## config.mk

```make
export PLATFORM = sky130hd
export DESIGN_NAME = cpu_ctrl_seq
export DESIGN_NICKNAME = d
export VERILOG_FILES = /design/src/rtl/cpu_ctrl_seq.sv
export SDC_FILE = /design/constraint.sdc
export NUM_CORES = 1
export LEC_CHECK = 0
export CAP_MARGIN = 10
export CORE_ASPECT_RATIO = 0.7
export CORE_MARGIN = 2
export CORE_UTILIZATION = 43
export DETAILED_ROUTE_END_ITERATION = 8
export HOLD_SLACK_MARGIN = 0.1
export PLACE_DENSITY_LB_ADDON = 0.08
export SLEW_MARGIN = 20
export SYNTH_ARGS = -nofsm -noshare
export SYNTH_HDL_FRONTEND = slang
export SYNTH_SLANG_ARGS = --single-unit
```

## constraint.sdc

```tcl
create_clock -name clk -period 2 [get_ports clk]
set_clock_uncertainty 0.05 [all_clocks]
set_input_delay 0.2 -clock clk [delete_from_list [all_inputs] [get_ports clk]]
set_output_delay 0.2 -clock clk [all_outputs]
set_load 0.005 [all_outputs]
```

## src/rtl/cpu_ctrl_seq.sv

```systemverilog
// Multi-cycle CPU control sequencer: fetch handshake, instruction latch, ALU handshake,
// writeback, halt and retired-instruction count. Optional wait timeout: CTRL_TIMEOUT_EN.
module cpu_ctrl_seq #(
  parameter int SEL_W   = 2,
  parameter int OP_W    = 3,
  parameter int CNT_W   = 16,
  parameter int TIMEOUT = 15
) (
  input  logic                     clk,
  input  logic                     rst,
  input  logic                     run,
  input  logic [2*SEL_W+OP_W:0]    cmd_in,
  input  logic                     mem_ack,
  input  logic                     alu_done,
  output logic                     mem_req,
  output logic                     datain_reg_en,
  output logic                     aluin_reg_en,
  output logic                     aluout_reg_en,
  output logic                     alu_start,
  output logic                     mem_write,
  output logic                     mem_read,
  output logic                     selmux2,
  output logic                     cpu_rdy,
  output logic                     nvalid_data,
  output logic [SEL_W-1:0]         in_select_a,
  output logic [SEL_W-1:0]         in_select_b,
  output logic [OP_W-1:0]          opcode,
  output logic                     halted,
  output logic                     err,
  output logic [CNT_W-1:0]         instr_cnt,
  output logic [2:0]               state_o
);

  localparam int CMD_W = 2*SEL_W + OP_W + 1;

  typedef enum logic [2:0] {
    S_RESET = 3'd0,
    S_FETCH = 3'd1,
    S_LOAD  = 3'd2,
    S_EXEC  = 3'd3,
    S_WB    = 3'd4,
    S_HALT  = 3'd5,
    S_ERROR = 3'd6
  } state_t;

  if ((TIMEOUT < 1) || (TIMEOUT > 255)) begin : g_bad_timeout
    $error("cpu_ctrl_seq: TIMEOUT must be in 1..255");
  end

  state_t             state_q, state_d;
  logic [CMD_W-1:0]   ir_q, ir_d;
  logic [CNT_W-1:0]   cnt_q, cnt_d;
  logic               first_q, first_d;
  logic               timeout_hit;

`ifdef CTRL_TIMEOUT_EN
  localparam logic ERR_EN = 1'b1;
  logic [7:0] wait_q, wait_d;
  logic       waiting;

  // A wait cycle is a fetch request without ack, or an EXEC cycle without done.
  always_comb begin
    waiting     = ((state_q == S_FETCH) && run && !mem_ack) ||
                  ((state_q == S_EXEC) && !alu_done);
    timeout_hit = waiting && (wait_q == 8'(TIMEOUT - 1));
    if (((state_d == S_FETCH) && (state_q != S_FETCH)) ||
        ((state_d == S_EXEC) && (state_q != S_EXEC))) begin
      wait_d = 8'd0;
    end else if (waiting) begin
      wait_d = wait_q + 8'd1;
    end else begin
      wait_d = wait_q;
    end
  end

  always_ff @(posedge clk or posedge rst) begin
    if (rst) begin
      wait_q <= 8'd0;
    end else begin
      wait_q <= wait_d;
    end
  end
`else
  localparam logic ERR_EN = 1'b0;
  assign timeout_hit = 1'b0;
`endif

  // State, instruction register and retire counter.
  always_ff @(posedge clk or posedge rst) begin
    if (rst) begin
      state_q <= S_RESET;
      ir_q    <= '0;
      cnt_q   <= '0;
      first_q <= 1'b0;
    end else begin
      state_q <= state_d;
      ir_q    <= ir_d;
      cnt_q   <= cnt_d;
      first_q <= first_d;
    end
  end

  // Next-state logic; ack/done in the same cycle as a timeout takes priority.
  always_comb begin
    state_d = state_q;
    ir_d    = ir_q;
    cnt_d   = cnt_q;
    first_d = 1'b0;
    case (state_q)
      S_RESET: state_d = S_FETCH;
      S_FETCH: begin
        if (run && mem_ack) begin
          ir_d    = cmd_in;
          state_d = S_LOAD;
        end else if (timeout_hit) begin
          state_d = S_ERROR;
        end else begin
          state_d = S_FETCH;
        end
      end
      S_LOAD: begin
        state_d = S_EXEC;
        first_d = 1'b1;
      end
      S_EXEC: begin
        if (alu_done) begin
          state_d = S_WB;
        end else if (timeout_hit) begin
          state_d = S_ERROR;
        end else begin
          state_d = S_EXEC;
        end
      end
      S_WB: begin
        cnt_d   = cnt_q + CNT_W'(1);
        state_d = ir_q[CMD_W-1] ? S_HALT : S_FETCH;
      end
      S_HALT:  state_d = S_HALT;
      S_ERROR: state_d = S_ERROR;
      default: state_d = S_RESET;
    endcase
  end

  // Output decode from state and ir; only the fetch strobes see live inputs.
  always_comb begin
    mem_req       = 1'b0;
    datain_reg_en = 1'b0;
    aluin_reg_en  = 1'b0;
    aluout_reg_en = 1'b0;
    alu_start     = 1'b0;
    mem_write     = 1'b0;
    mem_read      = 1'b0;
    selmux2       = 1'b0;
    cpu_rdy       = 1'b0;
    nvalid_data   = 1'b1;
    in_select_a   = '0;
    in_select_b   = '0;
    opcode        = '0;
    halted        = 1'b0;
    err           = 1'b0;
    case (state_q)
      S_FETCH: begin
        mem_req       = run;
        datain_reg_en = run & mem_ack;
      end
      S_LOAD: begin
        aluin_reg_en = 1'b1;
        in_select_a  = ir_q[CMD_W-2 -: SEL_W];
        in_select_b  = ir_q[OP_W +: SEL_W];
      end
      S_EXEC: begin
        opcode    = ir_q[OP_W-1:0];
        alu_start = first_q;
      end
      S_WB: begin
        opcode        = ir_q[OP_W-1:0];
        aluout_reg_en = 1'b1;
        mem_read      = 1'b1;
        mem_write     = 1'b1;
        selmux2       = 1'b1;
        cpu_rdy       = 1'b1;
        nvalid_data   = 1'b0;
      end
      S_HALT:  halted = 1'b1;
      S_ERROR: err    = ERR_EN;
      default: begin
        mem_req = 1'b0;
      end
    endcase
  end

  assign instr_cnt = cnt_q;
  assign state_o   = state_q;

endmodule

```

Word level (Yosys, flattened, before mapping)
Index checks and enable logic that the tools add are counted.
Storage, ports and cells
  bits in writable memories: 0
  logic and storage cells: 30
  bits in latches: 0
  output and inout bits: 38
  memory bits (read-only): 0
  memories kept: 0
  register bits: 28
  input port bits: 13
Cells by class
  eq/ne operators: 6
  $mul: 0
  divide/modulo/power cells: 0
  reduce and logical (&&, ||, !) cells: 4
  multiplexer cells: 14
  order comparisons: 0
  shift-type cells: 0
  bitwise logic cells: 1
  add/subtract/negate cells: 1
Operator list (number)
  3-bit case mux with 7 select lines: 1
  16-bit by 1-bit adder with 16-bit output (second input constant): 1
  3-bit equality test (second input constant): 3
  3-bit 2-to-1 mux: 3
  1-bit 2-to-1 mux: 7
  3-bit by 2-bit equality test with 1-bit output (second input constant): 2
  2-bit 2-to-1 mux: 3
  3-bit by 1-bit equality test with 1-bit output (second input constant): 1
  3-bit zero test: 1
  2-bit AND reduction: 1
  2-bit OR reduction: 1
  1-bit AND: 1
  1-bit logical AND: 1

Depth between registers and ports, before layout
Gate-level depths: netlist of run 1.
  word-level depth: 3
  depth in mapped cells: 6
  gate-level depth less buffers: 5

Least setup slack after synthesis of run 1
Ideal clock, no wire load.
  kind: flip-flop to flip-flop
  from: register state_q[0], in the netlist state_o[0]
  to: register cnt_q[8], in the netlist instr_cnt[8]
  data required time: 1.826 ns
  stages on the path, launching flop included: 6
  buffers on the path: 0
  setup time: 0.124 ns
  slack: 0.437 ns
  period minus slack after synthesis: 1.563 ns
  arrival: 1.389 ns
  cell sequence: dfrtp_1 nor3b_4 inv_4 nor2_4 nand4_1 xnor2_1
On the way
  cells in the longest elaborated chain, start to end: 1
Ends and longest elaborated chain
  start, declared: RTL line 50  | state_t state_q, state_d;
  start signal, assigned: RTL line 96  | state_q <= state_d;
  3-bit equality test: RTL line 109  | case (state_q)
  end signal, assigned: RTL line 98  | cnt_q <= cnt_d;
  end, declared: RTL line 52  | logic [CNT_W-1:0] cnt_q, cnt_d;
No other way between the ends.
A chain may end at the register's enable or synchronous reset.

Worst setup path in the final report of run 1
  from: register state_q[2], in the netlist state_o[2]
  to: output mem_req
On the way
  cells in the longest elaborated chain, start to end: 2
Ends and longest elaborated chain
  3-bit by 1-bit equality test with 1-bit output: RTL line 161  | case (state_q)
  1-bit 2-to-1 mux: RTL line 161
  end, declared: RTL line 15  | output logic mem_req,
No other way between the ends.

==> impl_metrics.csv, run 1 <==
group,metric,value,unit
global_routing,grtUsageMet2,0.298,
cts,cts_tree,"built",
synth,syn_nets,130,
synth,synth.top_cell.area_share,0.515,
cts,clk_path_buf_depth,2,
timing,finalHoldViolCount,0,
placement,place_congestion,0.791,
drt,antenna_left,0,
critical_path,required,1.75,ns
floorplanning,rows,17,
placement,placed_cell_area,1890,um^2
synth,synth-seq-cells,28,
job,maxCapViolCount,0,
placement,place_hpwl,2.15,mm
final_layout,layout_common_cells,"clkdlybuf4s50_1, dfrtp_1, nand2_1, xnor2_1, buf_4",
final_layout,fin_nets,191,
floorplanning,core-area,3080,um^2
timing,maxSlewViolCount,0,
critical_path,arrival,1.68,ns
drt,drcViolationCount,0,
timing,holdWs,0.228,ns
floorplanning,fp.dieW,71.2,um
placement,portBuffers,49,
drt,dr.first_iter.drc_count,47,
global_routing,grt.busiest_layer,"met2",
pwr,ir_worst_vdd,0.000425,V
timing,max_freq,0.518,GHz
timing,period_needed,1.93,ns
global_routing,use_met1,0.253,
synth,syn_inst,116,
cts,clkTransAtPathRegs,0.10,ns
cts,postCtsHoldBufs,0,
global_routing,grt_pass1_vias,1086,
cts,cts.sink_count,28,
timing,rsz0062_at_grt,"false",
final_layout,insertedDiodeCount,0,
critical_path,cp_max_fo,4,
drt,wl_per_cell,14.2,um
critical_path,path_class,"reg -> out",
global_routing,antenna_found_initial,0,
final_layout,syn_to_final_growth,50.4,%
global_routing,grt_usage,0.188,
floorplanning,die_area,3640,um^2
drt,vias_per_cell,4.97,
status,outcome,"finished, final reports clean",
floorplanning,initial_core_util,0.441,
final_layout,fin_area,2050,um^2
floorplanning,dieHeight,51.1,um
pwr,power_density,516,nW/um^2
drt,wirelength,3.04,mm
final_layout,fill_cells,228,
global_routing,grt_max_degree,29,
floorplanning,io_pins,51,
global_routing,grt_pass1_wl,5.26,mm
synth,yosys_warnings,0,
synth,synth_cell_types,29,
hold_path,hold_path.class,"in -> async",
timing,fin_crit_sh,0.965,
cts,numCtsBuffers,3,
final_layout,layout-drive-gt1-share,0.210,
critical_path,r2r_cells,6,
critical_path,end_kind,"output pin",
synth,synth_area,1360,um^2
synth,yosysSeqAreaShare,0.515,
cts,root_buffer,"clkbuf_8",
drt,firstDrtPassIters,4,
cts,cts.htree.levels,1,
synth,yosys.area.top_type,"dfrtp_1",
pwr,finalPower,1.06,mW
drt,vias,1063,
synth,synthTopCellsByArea,"dfrtp_1, mux2_4, xnor2_1, nand2_1, and2_1",
critical_path,worstSetupStartpointType,"flop",
synth,avgSynthCellArea,11.7,um^2
cts,clock_latency,0.28,ns
pwr,power_leakage,1.05,nW
global_routing,met3_usage,0.0592,
timing,setup_viol,0,
final_layout,final_common_cell,"clkdlybuf4s50_1",
global_routing,grt_overflow,0,
==> report_power, final <==
part / leakage [nW] / switching [mW] / total, mW / internal (mW)
Combinational: 0.632 / 0.0158 / 0.0381 / 0.0223
Clock: 0.0357 / 0.184 / 0.452 / 0.268
Sequential: 0.379 / 0 / 0.566 / 0.566
Total: 1.05 / 0.199 / 1.06 / 0.856
==> routing by layer <==
layer	vias up	wire length, um
met5	-	0
met4	0	8
met3	2	182
met2	32	1420
met1	529	1440
li1	500	-
==> cell usage after synthesis <==
cell / count
buf_4: 6
xor2_1: 2
inv_1: 2
inv_4: 1
nor3_1: 2
and2_1: 8
and3b_1: 1
nor3b_4: 1
nand2_4: 1
nand4bb_1: 1
nand4_1: 5
buf_2: 1
xnor2_1: 13
a22oi_1: 1
nor2_1: 2
and3b_2: 1
and3_1: 1
nor2_4: 2
and2b_1: 1
conb_1: 1
mux2_2: 1
nor3b_1: 1
o21ai_0: 3
ha_1: 1
nand2_1: 15
nand3_1: 5
dfrtp_1: 28
mux2i_1: 1
mux2_4: 8
==> cell type report <==
| type | count | area [um^2] | area share |
|---|---|---|---|
| clock inverters | 1 | 30.0 | 0.0147 |
| repair buffers | 63 | 607 | 0.297 |
| inverters | 3 | 13.8 | 0.00673 |
| flip-flops and latches | 28 | 703 | 0.344 |
| multi-input cells | 78 | 603 | 0.295 |
| clock buffers | 3 | 41.3 | 0.0202 |
| well taps | 38 | 47.5 | 0.0232 |
==> cells by family (layout without fill, tap and decap cells) <==
group / after synthesis / in the layout / synth area share
AO/OA/AOI/OAI: 4 / 4 / 0.0166
AND/OR/NAND/NOR: 47 / 47 / 0.209
adder cells (fa/ha/maj): 1 / 1 / 0.00920
other: 1 / 1 / 0.00276
buffers and inverters: 10 / 70 / 0.0469
flip-flops: 28 / 28 / 0.515
multiplexers: 10 / 10 / 0.104
XOR/XNOR: 15 / 15 / 0.0966
==> what timing repair did <==
item / in CTS / in global routing
pin swaps: 2 / 1
buffers inserted: 6 / 3
gates resized for setup: 8 / 6
setup endpoints to repair: 14 / 10
==> path summary, 6_finish.rpt <==
| check | start | end | slack (ns) |
|---|---|---|---|
| min | rst | ir_q[7]$_DFFE_PP0P_ | 0.23 |
| max reg2reg | state_o[0]$_DFF_PP0_ | ir_q[2]$_DFFE_PP0P_ | 0.21 |
| max in group asynchronous | rst | state_o[1]$_DFF_PP0_ | 1.38 |
| max | state_o[2]$_DFF_PP0_ | mem_req | 0.07 |
| min in group clk | instr_cnt[15]$_DFFE_PP0N_ | instr_cnt[15]$_DFFE_PP0N_ | 0.45 |
| min reg2reg | instr_cnt[15]$_DFFE_PP0N_ | instr_cnt[15]$_DFFE_PP0N_ | 0.45 |
==> registers in the layout, summed over array words and instances (netlist names) <==
signal     flops
first_q        1
ir_q           8
state_o        3
instr_cnt     16
==> critical path, cell delays in order, from the launching register on <==
cell and delay, ns:
dfrtp_1 0.44, and2b_1 0.26, and3b_2 0.21, clkdlybuf4s50_1 0.49
==> through the flow <==
stage	TNS [ns]	instances	util	worst slack (ns)
after detailed placement	0	202	0.614	0.139
after global routing	0	214	0.663	0.00357
after floorplan	0	116	-	0.437
final	0	214	0.663	0.0704
after CTS	-0.000168	211	0.651	-0.000168
after global placement	0	202	0.614	0.201
(Power assumes the default switching activity.)
==> inputs of run 2 (changes only) <==
ABC_AREA = 1   (was unset)
CORE_UTILIZATION = 45   (was 43)
SKIP_LAST_GASP = 1   (was unset)
==> run 2 against run 1 <==
Effect of this change:
- via count grew 25%
- critical endpoint is now in_select_a[1]
- core utilization grew 2.4 points
- total power up 110%
==> impl_metrics.csv, run 2 <==
group,metric,value,unit
synth,synth_ff_type,"dfrtp_1",
timing,period_needed,1.96,ns
critical_path,critPathSlowestCell,"clkdlybuf4s50_1",
timing,holdWs,0.259,ns
job,maxCapViolCount,0,
final_layout,layout_common_cells,"nand2_1, clkdlybuf4s50_1, dfrtp_1, inv_1, nor2_1",
synth,yosysSeqAreaShare,0.473,
timing,fin_crit_sh,0.980,
synth,async_reset_ff_frac,1.00,
cts,clock_latency,0.27,ns
final_layout,final_common_cell,"nand2_1",
synth,synthTopCellsByArea,"dfrtp_1, nand2_1, inv_1, nor2_1, nand3_1",
final_layout,largest_reg_flops,16,
critical_path,required,1.75,ns
placement,portBuffers,49,
synth,synth_common_cells,"nand2_1, dfrtp_1, inv_1",
final_layout,syn_to_final_growth,45.8,%
cts,postCtsHoldBufs,0,
critical_path,end_kind,"output pin",
critical_path,crit_chain,"or2_4 > nor2_4 > inv_2 > nor2_1 > clkdlybuf4s50_1",
pwr,power_leakage,1.14,nW
synth,syn_nets,198,
floorplanning,fp.dieW,72.6,um
floorplanning,die_area,3780,um^2
floorplanning,io_pins,51,
drt,vias_per_cell,4.70,
final_layout,fin_nets,259,
timing,maxSlewViolCount,0,
final_layout,fin_util,0.687,
critical_path,cp_max_fo,4,
final_layout,insertedDiodeCount,0,
status,outcome,"finished, final reports clean",
placement,place_hpwl,2.42,mm
cts,cts_tree,"built",
synth,synth_most_common_cell,"nand2_1",
cts,clk_path_buf_depth,2,
synth,synth_edf_count,0,
global_routing,grt_usage,0.191,
pwr,ir_worst_vdd,0.000619,V
floorplanning,core-area,3150,um^2
floorplanning,dieHeight,52.0,um
timing,rsz0062_at_grt,"true",
pwr,power_density,1020,nW/um^2
synth,avgSynthCellArea,8.06,um^2
synth,syn_inst,184,
global_routing,grt_pass1_vias,1220,
placement,placed_cell_area,2010,um^2
cts,root_buffer,"clkbuf_8",
final_layout,fin_area,2160,um^2
synth,yosys.area.top_type,"dfrtp_1",
floorplanning,rows,17,
timing,tns,0,ns
critical_path,path_buf_inv,2,
timing,worst_slack,0.0391,ns
critical_path,path_class,"reg -> out",
critical_path,worstSetupStartpointType,"flop",
cts,cts.htree.levels,1,
drt,antenna_left,0,
final_layout,layout-drive-gt1-share,0.139,
synth,synth_area,1480,um^2
synth,synth_cell_types,28,
global_routing,grt_overflow,0,
cts,clkTransAtPathRegs,0.09,ns
synth,yosys_warnings,0,
cts,numCtsBuffers,3,
timing,setup_viol,0,
drt,wirelength,3.44,mm
synth,synth.top_cell.area_share,0.473,
synth,synth-seq-cells,28,
cts,cts.sink_count,28,
hold_path,hold_path.class,"in -> async",
timing,max_freq,0.510,GHz
drt,dr.first_iter.drc_count,42,
timing,finalHoldViolCount,0,
global_routing,grt_pass1_wl,5.53,mm
placement,post-place-ws,0.109,ns
floorplanning,initial_core_util,0.471,
drt,vias,1325,
global_routing,antenna_found_initial,0,
global_routing,grt_max_degree,29,
placement,place_congestion,0.817,
critical_path,cpPeakStageDelay,0.50,ns
drt,firstDrtPassIters,4,
drt,drcViolationCount,0,
critical_path,arrival,1.71,ns
critical_path,path_delay_family,"buffers and inverters",
drt,wl_per_cell,12.2,um
## run 2: layer usage
layer / routed length [um] / global-route usage
met1: 1710 / 0.267
met2: 1570 / 0.314
met3: 155 / 0.0484
met4: 7 / 0.0185
met5: 0 / 0
## run 2: path summary, 6_finish.rpt
| kind | start | to | slack (ns) | cells past startpoint |
|---|---|---|---|---|
| max in group asynchronous | rst | ir_q[4]$_DFFE_PP0P_ | 1.37 | 3 |
| hold reg to reg | ir_q[7]$_DFFE_PP0P_ | ir_q[7]$_DFFE_PP0P_ | 0.44 | 2 |
| hold / removal | rst | first_q$_DFF_PP0_ | 0.26 | 3 |
| setup reg to reg | state_o[0]$_DFF_PP0_ | instr_cnt[11]$_DFFE_PP0N_ | 0.45 | 8 |
| setup / recovery | state_o[0]$_DFF_PP0_ | in_select_a[1] | 0.04 | 5 |
| min in group clk | cmd_in[4] | ir_q[4]$_DFFE_PP0P_ | 0.41 | 3 |
## run 2: cell families after synthesis
kind of cell / after synthesis / share of synthesized area
other: 1 / 0.00253
AND/OR/NAND/NOR: 107 / 0.341
XOR/XNOR: 9 / 0.0532
flip-flops: 28 / 0.473
AO/OA/AOI/OAI: 4 / 0.0152
adder cells (fa/ha/maj): 1 / 0.00844
buffers and inverters: 34 / 0.107
## run 2: metrics by stage
stage	power, mW	instances
floorplan	1.31	184
global placement	1.70	270
detailed placement	1.72	270
CTS	2.18	278
global route	2.37	282
finish	2.22	282
## run 2: cell type report
class	instances	area, um^2
Tap cell	38	47.5
Sequential cell	28	701
Inverter	28	113
Timing Repair Buffer	62	604
Fill cell	253	986
Multi-Input combinational cell	122	642
Clock buffer	4	55.1
## run 2: worst register-to-register path, stage by stage (launching register included)
cell	delay (ns)
dfrtp_1	0.44
buf_6	0.14
buf_4	0.13
nor2_4	0.10
buf_6	0.12
buf_4	0.14
nand3_2	0.10
o21ai_0	0.17
nand2_1	0.07
## run 2: repair_timing
action	CTS	global route
gates resized for setup	12	8
pin swaps	3	3
hold endpoints to repair	0	0
setup buffers	4	4
setup endpoints to repair	10	10
## run 2: report_power, final
part           total, mW  switching [mW]  internal [mW]
Combinational       1.05           0.500          0.546
Sequential         0.824           0.114          0.709
Clock              0.346           0.170          0.176
